### src/rtl/regfile_wr_arbiter.sv
`default_nettype none
// +--------------------------------------------------------------------------+
// | regfile_wr_arbiter: round-robin share of the regfile write port among    |
// | ALU (0), load (1) and debug/host (2), with saturating grant/conflict     |
// | counters.                                                                |
// | Rev 1.0                                                                  |
// +--------------------------------------------------------------------------+
module regfile_wr_arbiter #(
  parameter int DATA_W = 32,
  parameter int ADDR_W = 5,
  parameter int CNT_W  = 16
) (
  input  logic              Clk,
  input  logic              Reset,
  input  logic [2:0]        Req,
  input  logic [ADDR_W-1:0] ReqRW0,
  input  logic [ADDR_W-1:0] ReqRW1,
  input  logic [ADDR_W-1:0] ReqRW2,
  input  logic [DATA_W-1:0] ReqData0,
  input  logic [DATA_W-1:0] ReqData1,
  input  logic [DATA_W-1:0] ReqData2,
  output logic [2:0]        Ack,
  output logic [ADDR_W-1:0] RW,
  output logic [DATA_W-1:0] BusW,
  output logic              RegWr,
  output logic [CNT_W-1:0]  GrantCnt,
  output logic [CNT_W-1:0]  ConflictCnt
);

  typedef enum logic [1:0] {
    P0 = 2'd0,
    P1 = 2'd1,
    P2 = 2'd2
  } ptr_t;

  ptr_t              ptr;
  logic [2:0]        grant;
  logic [ADDR_W-1:0] win_rw;
  logic [DATA_W-1:0] win_data;
  ptr_t              next_ptr;
  logic              conflict;

  // Ptr names the highest-priority requester; search wraps Ptr, Ptr+1, Ptr+2.
  always_comb begin
    grant = 3'b000;
    if (!Reset) begin
      case (ptr)
        P0: begin
          if      (Req[0]) grant = 3'b001;
          else if (Req[1]) grant = 3'b010;
          else if (Req[2]) grant = 3'b100;
        end
        P1: begin
          if      (Req[1]) grant = 3'b010;
          else if (Req[2]) grant = 3'b100;
          else if (Req[0]) grant = 3'b001;
        end
        P2: begin
          if      (Req[2]) grant = 3'b100;
          else if (Req[0]) grant = 3'b001;
          else if (Req[1]) grant = 3'b010;
        end
        default: grant = 3'b000;
      endcase
    end
  end

  always_comb begin
    win_rw   = '0;
    win_data = '0;
    next_ptr = ptr;
    case (grant)
      3'b001: begin
        win_rw   = ReqRW0;
        win_data = ReqData0;
        next_ptr = P1;
      end
      3'b010: begin
        win_rw   = ReqRW1;
        win_data = ReqData1;
        next_ptr = P2;
      end
      3'b100: begin
        win_rw   = ReqRW2;
        win_data = ReqData2;
        next_ptr = P0;
      end
      default: ;
    endcase
  end

  assign conflict = (Req[0] & Req[1]) | (Req[0] & Req[2]) | (Req[1] & Req[2]);
  assign Ack      = grant;

  always_ff @(posedge Clk) begin
    if (Reset) begin
      ptr         <= P0;
      RW          <= '0;
      BusW        <= '0;
      RegWr       <= 1'b0;
      GrantCnt    <= '0;
      ConflictCnt <= '0;
    end else begin
      ptr   <= next_ptr;
      RegWr <= 1'b0;
      // A grant targeting R0 is acknowledged but never reaches the regfile.
      if (grant != 3'b000 && win_rw != '0) begin
        RW    <= win_rw;
        BusW  <= win_data;
        RegWr <= 1'b1;
      end
      if (grant != 3'b000 && GrantCnt != '1)
        GrantCnt <= GrantCnt + 1'b1;
      if (conflict && ConflictCnt != '1)
        ConflictCnt <= ConflictCnt + 1'b1;
    end
  end

endmodule
`default_nettype wire

### config.mk
export PLATFORM = sky130hd
export DESIGN_NAME = regfile_wr_arbiter
export DESIGN_NICKNAME = d
export VERILOG_FILES = /design/src/rtl/regfile_wr_arbiter.sv
export SDC_FILE = /design/constraint.sdc
export NUM_CORES = 1
export LEC_CHECK = 0
export ABC_AREA = 1
export BUFFER_PORTS_ARGS = -buffer_cell sky130_fd_sc_hd__buf_4
export CORE_MARGIN = 2
export CORE_UTILIZATION = 45
export CTS_CLUSTER_SIZE = 10
export DETAILED_ROUTE_END_ITERATION = 8
export GPL_ROUTABILITY_DRIVEN = 0
export PLACE_DENSITY = 0.8
export SLEW_MARGIN = 20
export SYNTH_ARGS = -nofsm -noshare
export SYNTH_HDL_FRONTEND = slang
export SYNTH_SLANG_ARGS = --single-unit
### constraint.sdc
create_clock -name Clk -period 4.63 [get_ports Clk]
set_input_delay 0.6945 -clock Clk [delete_from_list [all_inputs] [get_ports Clk]]
set_output_delay 0.6945 -clock Clk [all_outputs]
set_load 0.02 [all_outputs]
==> results of run 1 <==
flip-flops by register name, summed over array words and instances (netlist names):
name,cells
ConflictCnt,16
BusW,32
RW,5
GrantCnt,16
RegWr,1
ptr,2
power by group through the flow:
stage / Clock, uW / Sequential (uW) / Combinational [uW]
after floorplan: 0 / 775 / 186
after global placement: 0 / 716 / 424
after detailed placement: 0 / 718 / 431
after CTS: 566 / 705 / 432
after global routing: 590 / 712 / 471
final: 550 / 704 / 429
through the flow:
step	cells	hold slack [ps]	utilization (%)	power, uW
2_1_floorplan	628	531	-	961
3_3_place_gp	902	457	62.3	1140
3_5_place_dp	902	463	62.3	1150
4_1_cts	918	476	64.9	1700
5_1_grt	918	493	64.9	1770
6_report	918	475	64.9	1680
cells in the mapped netlist (all sizes together):
cell	instances	area (sq um)
and3	1	6.26
o21ai	45	229
nand2	255	965
clkbuf	6	22.5
nand3b	1	7.51
nor2	47	199
xor2	10	87.6
inv	49	184
xnor2	5	43.8
nand3	70	378
a211oi	1	7.51
nor3	11	55.1
nor3b	1	7.51
nand4	4	25.0
dfxtp	72	1440
ha	2	25.0
o21bai	1	7.51
o31ai	1	7.51
a21oi	26	130
buf	20	121
routing by layer:
metal | global-route usage (%) | vias to the layer above | share of wire [%]
li1 | - | 2348 | -
met1 | 29.6 | 2062 | 42
met2 | 42.0 | 165 | 50
met3 | 5.11 | 20 | 6.4
met4 | 8.55 | 0 | 1.8
met5 | 0 | - | 0
worst register-to-register path, cell delays in order, from the launching register on:
cell and delay (ps):
dfxtp_1 450, nand2_2 120, nand2_2 100, nor2_2 70, nand3_1 80, nand3_1 150, nor2_2 190, nand3_4 550
o21ai_1 380
layout make-up:
| class | count | area, sq um |
|---|---|---|
| clock buffer | 11 | 141 |
| timing repair buffer | 192 | 1440 |
| clock inverter | 5 | 80.1 |
| sequential | 72 | 1440 |
| tap | 108 | 135 |
| fill | 809 | 3030 |
| inverter | 49 | 184 |
| multi-input combinational | 481 | 2180 |
path summary, 6_finish.rpt:
path | end | depth (start not counted) | slack (ps) | from
worst max-delay path | Ack[2] | 8 | 1800 | Reset
worst min-delay path | BusW[12] | 2 | 470 | BusW[12]
worst max register to register | BusW[11] | 8 | 2440 | ptr[0]
worst min register to register | BusW[12] | 2 | 470 | BusW[12]
kinds of logic after synthesis:
group / after synthesis
adder cells (fa/ha/maj): 2
XOR/XNOR: 15
buffers and inverters: 75
flip-flops: 72
AO/OA/AOI/OAI: 74
AND/OR/NAND/NOR: 390
==> summary.md, run 1 <==
| Metric | Value |
|---|---|
| Post-Synth Adder-Cell Area | `0.634%` |
| Pwr per Cell Area | `301 nW/um^2` |
| Post-synthesis simple-gate area fraction | `41.6%` |
| Critical Path AT | `2140 ps` |
| Leakage | `0.00260 uW` |
| Vias | `4595` |
| ANT nets after route | `0` |
| Avg Inst Size Synth | `6.29 sq um` |
| Final Slew Violations | `0` |
| Sequential share of the synthesized area | `36.5%` |
| Post-synthesis compound-gate area fraction | `9.66%` |
| Post-placement cell area | `5380 sq um` |
| Worst-margin pin slew | `721 ps` |
| Worst Skew | `11.0 ps` |
| Vias in the first global route | `4250` |
| Final Hold Fails | `0` |
| Crit-path max cell delay | `330 ps` |
| Internal Pwr Total | `1170 uW` |
| Setup CP Type | `input pin to output port` |
| Global-route wire length before repair | `19300 um` |
| Drt total wl | `11600 um` |
| Net Count, Synth | `746` |
| Flops & latches, synth | `72` |
| Final period util | `61.1%` |
| Reg clk slew, reported paths | `80 ps` |
| CP max-delay cell | `buf_4` |
| 1st-pass router iterations | `5` |
| Clock sink count | `72` |
| Peak supply drop | `0.225 mV` |
| Worst setup EP type | `output port` |
| Clk_lat worst skew | `340 ps` |
| YS warnings | `0` |
| CTS Buffer Depth | `2` |
| Die area | `9540 sq um` |
| CTS Buf Count | `9` |
| Maxcap violations | `0` |
| Worst slack at placement | `1800 ps` |
| I/O pin count | `189` |
| CTS root buf | `clkbuf_8` |
| TritonCTS clock tree | `done` |
| Final worst setup slack | `1800 ps` |
| Synth Cell Area | `3950 sq um` |
| Die height | `97.7 um` |
| Final #Nets | `923` |
| Synth cell types | `30` |
| Pin count of the biggest net entering global routing | `73` |
| Critical Path Start Type | `input pin` |
| Final setup fails | `0` |
| Core Region | `8640 sq um` |
| Core Rows | `34` |
| Total GRT Usage | `24.2%` |
| WP buf/inv | `5` |
| Routed WL per cell | `12.7 um` |
| Crit path time final | `2830 ps` |
| Layout cell share with drive strength beyond 1 | `27.8%` |
| Critical Path Fanout Max | `33` |
| Comb power frac | `25.5%` |
| RSZ-0062 raised after global routing | `false` |
| Post-Synth XOR/XNOR Area | `3.33%` |
| Final instance area | `5600 sq um` |
| Most frequent cells in the layout | `252 x nand2_1, 192 x buf_4, 72 x dfxtp_1` |
| Commonest non-fill, non-tap cell in the layout | `nand2_1` |
| Sw power | `513 uW` |
| Sum Neg Setup Slack | `0 ps` |
| Mux cell area share after synthesis | `0%` |
| DRT iter0 DRCs | `181` |
| Antenna violations before repair | `0` |
| WP data required | `3940 ps` |
| Initial core utilization | `45.7%` |
| Slew HR | `51.9%` |
| Fmax | `353 MHz` |
| Vias/cell | `5.01` |
| Dpl hpwl | `8770 um` |
| Sequential power share | `41.8%` |
| Post-CTS resize count | `0` |
| CTS Hold Bufs | `0` |
| Worst min-delay path class | `register to register` |
| PortBufs | `188` |
| Sw Ratio | `30.5%` |
| # diodes | `0` |
| Die width | `97.7 um` |
| Status | `finished, final reports clean` |
| Largest family of logic cells by synthesized area | `simple AND/OR/NAND/NOR gates` |
| Setup bufs post-CTS | `0` |
| Area growth, synth to finish | `41.9%` |
| Gate count of the mapped netlist | `628` |
| Cell mode on critical path | `buf_4` |
| CP Cell Sequence | `buf_4 -> inv_2 -> nand2_2 -> nor2_2 -> nand2_1 -> inv_1 -> buf_4 -> buf_4` |
| Total global routing overflow | `0` |
| Number of H-tree levels | `3` |
| DRC violations left | `0` |
| Top delay family on crit path | `buffers and inverters` |
| Clock network fraction of total power | `32.7%` |
No activity file was read; power rests on OpenSTA's default activity.
==> inputs of run 2 (changes only) <==
Clock period 4.63 ns to 2.7 ns, I/O delays scaled along.
==> run 2 against run 1 <==
Combinational power increased by 75%; register-to-register slack worse by 1800 ps; clock power increased by 58%; setup slack worse by 1100 ps; routed wire length barely moved; die area stayed put; via count increased by 0.15%; cell area rose by 0.20%; critical path type is now register to register; critical endpoint is now GrantCnt[0]; largest cell class unchanged; largest power group unchanged; highest routed layer unchanged.
==> summary.md, run 2 (same netlist as run 1, synthesis figures left out) <==
| Metric | Value |
|---|---|
| Status | `finished, final reports clean` |
| Maxcap violations | `0` |
| Crit-path max cell delay | `430 ps` |
| Final Slew Violations | `0` |
| Dpl hpwl | `8830 um` |
| Setup slack, reg-to-reg | `650 ps` |
| Core Rows | `34` |
| Global-route wire length before repair | `19100 um` |
| Cell mode on critical path | `nand2_1` |
| # diodes | `0` |
| Final Hold Fails | `0` |
| Non-Filler Instances | `919` |
| Critical Path Fanout Max | `16` |
| Slew HR | `71.3%` |
| CP Cell Sequence | `ha_1 -> nand2_1 -> nor2_2 -> nand2_1 -> nor2_1 -> nand2_1 -> nand2_2 -> inv_2 -> o21ai_0 -> a21oi_1` |
| Final setup fails | `0` |
| Max FFs per register | `32` |
| Sequential power share | `42.6%` |
| Critical Path AT | `2270 ps` |
| Pin count of the biggest net entering global routing | `67` |
| Met3 usage | `4.53%` |
| Most frequent cells in the layout | `252 x nand2_1, 193 x buf_4, 72 x dfxtp_1` |
| Area growth, synth to finish | `42.2%` |
| Met1 Use GR | `29.4%` |
| Antenna violations before repair | `0` |
| Setup CP Type | `register to register` |
| Layout cell share with drive strength beyond 1 | `28.0%` |
| Final #Nets | `925` |
| I/O pin count | `189` |
| Top Usage Layer GRT | `met2` |
| Fmax | `488 MHz` |
| Core Region | `8640 sq um` |
| Vias in the first global route | `4344` |
| Final total power | `2830 uW` |
| Placed cells | `904` |
| Total global routing overflow | `0` |
| Commonest non-fill, non-tap cell in the layout | `nand2_1` |
| DRC violations left | `0` |
| TritonCTS clock tree | `done` |
| Worst Skew | `8.14 ps` |
| RSZ-0062 raised after global routing | `false` |
| Clock sink count | `72` |
| Post-CTS resize count | `0` |
| PortBufs | `188` |
| Drt total wl | `11600 um` |
| Grt met2 use | `40.2%` |
| 1st-pass router iterations | `4` |
| WP data required | `2930 ps` |
| Vias | `4602` |
| Reg clk slew, reported paths | `70 ps` |
| Total GRT Usage | `23.8%` |
| Initial core utilization | `45.7%` |
| Crit path time final | `2050 ps` |
| Largest registers | `BusW (32), ConflictCnt (16), GrantCnt (16)` |
| Pwr per Cell Area | `504 nW/um^2` |
| Die area | `9540 sq um` |
| Sw power | `859 uW` |
| Setup bufs post-CTS | `0` |
| Die width | `97.7 um` |
| Fin util | `65.0%` |
| Comb power frac | `26.6%` |
| Internal Pwr Total | `1970 uW` |
| Fin Hold WS | `370 ps` |
| Clock network fraction of total power | `30.8%` |
| Final period util | `75.9%` |
| Sw Ratio | `30.4%` |
| CTS root buf | `clkbuf_8` |
| DRT iter0 DRCs | `199` |
| Worst setup EP type | `register` |
| Number of H-tree levels | `3` |
| CTS Buf Count | `9` |
| Routed WL per cell | `12.6 um` |
| ANT nets after route | `0` |
| Die height | `97.7 um` |
| Worst-margin pin slew | `429 ps` |
| Leakage | `0.00262 uW` |
| Worst min-delay path class | `input pin to register` |
| CTS Buffer Depth | `2` |
| Critical Path Start Type | `register` |
| CTS Hold Bufs | `0` |
| Clk_lat worst skew | `340 ps` |
| Top reg by flops | `BusW` |
| Peak supply drop | `0.242 mV` |
| Vias/cell | `5.01` |
| CP max-delay cell | `dfxtp_1` |
| Sum Neg Setup Slack | `0 ps` |
## run 2: per-stage QoR
step,area (sq um),setup slack (ps)
after detailed placement,5410,594
after CTS,5620,650
after global placement,5410,725
after floorplan,3950,921
after global routing,5620,451
final,5620,652
## run 2: path summary, 6_finish.rpt
path,start,endpoint,cells after the start
worst max-delay path,GrantCnt[0],GrantCnt[0],10
worst min-delay path,ReqData0[29],BusW[29],5
worst max register to register,GrantCnt[0],GrantCnt[0],10
worst min register to register,BusW[6],BusW[6],2
## run 2: layout make-up
cell class | count | area (sq um)
multi-input combinational | 481 | 2180
clock inverter | 3 | 40.0
timing repair buffer | 194 | 1470
inverter | 49 | 184
tap | 108 | 135
clock buffer | 12 | 165
fill | 814 | 3020
sequential | 72 | 1440
## run 2: worst max-delay path: cells and delay by family (launching register included)
family                     cells  cell delay (ps)
and+or+nand+nor                6              850
DFF                            1              430
adders and majority gates      1              230
AOI/OAI and AO/OA              2              230
buffers and inverters          1              180
## run 2: power by group through the flow
stage	combinational [uW]	clock (uW)	sequential [uW]
global route	824	933	1220
finish	752	871	1210
global placement	741	0	1230
floorplan	319	0	1330
CTS	757	896	1210
detailed placement	755	0	1230
## run 2: routing by layer
metal  vias up  wire, um
li1       2360         -
met1      2051      4910
met2       172      5670
met3        19       788
met4         0       243
met5         -         0
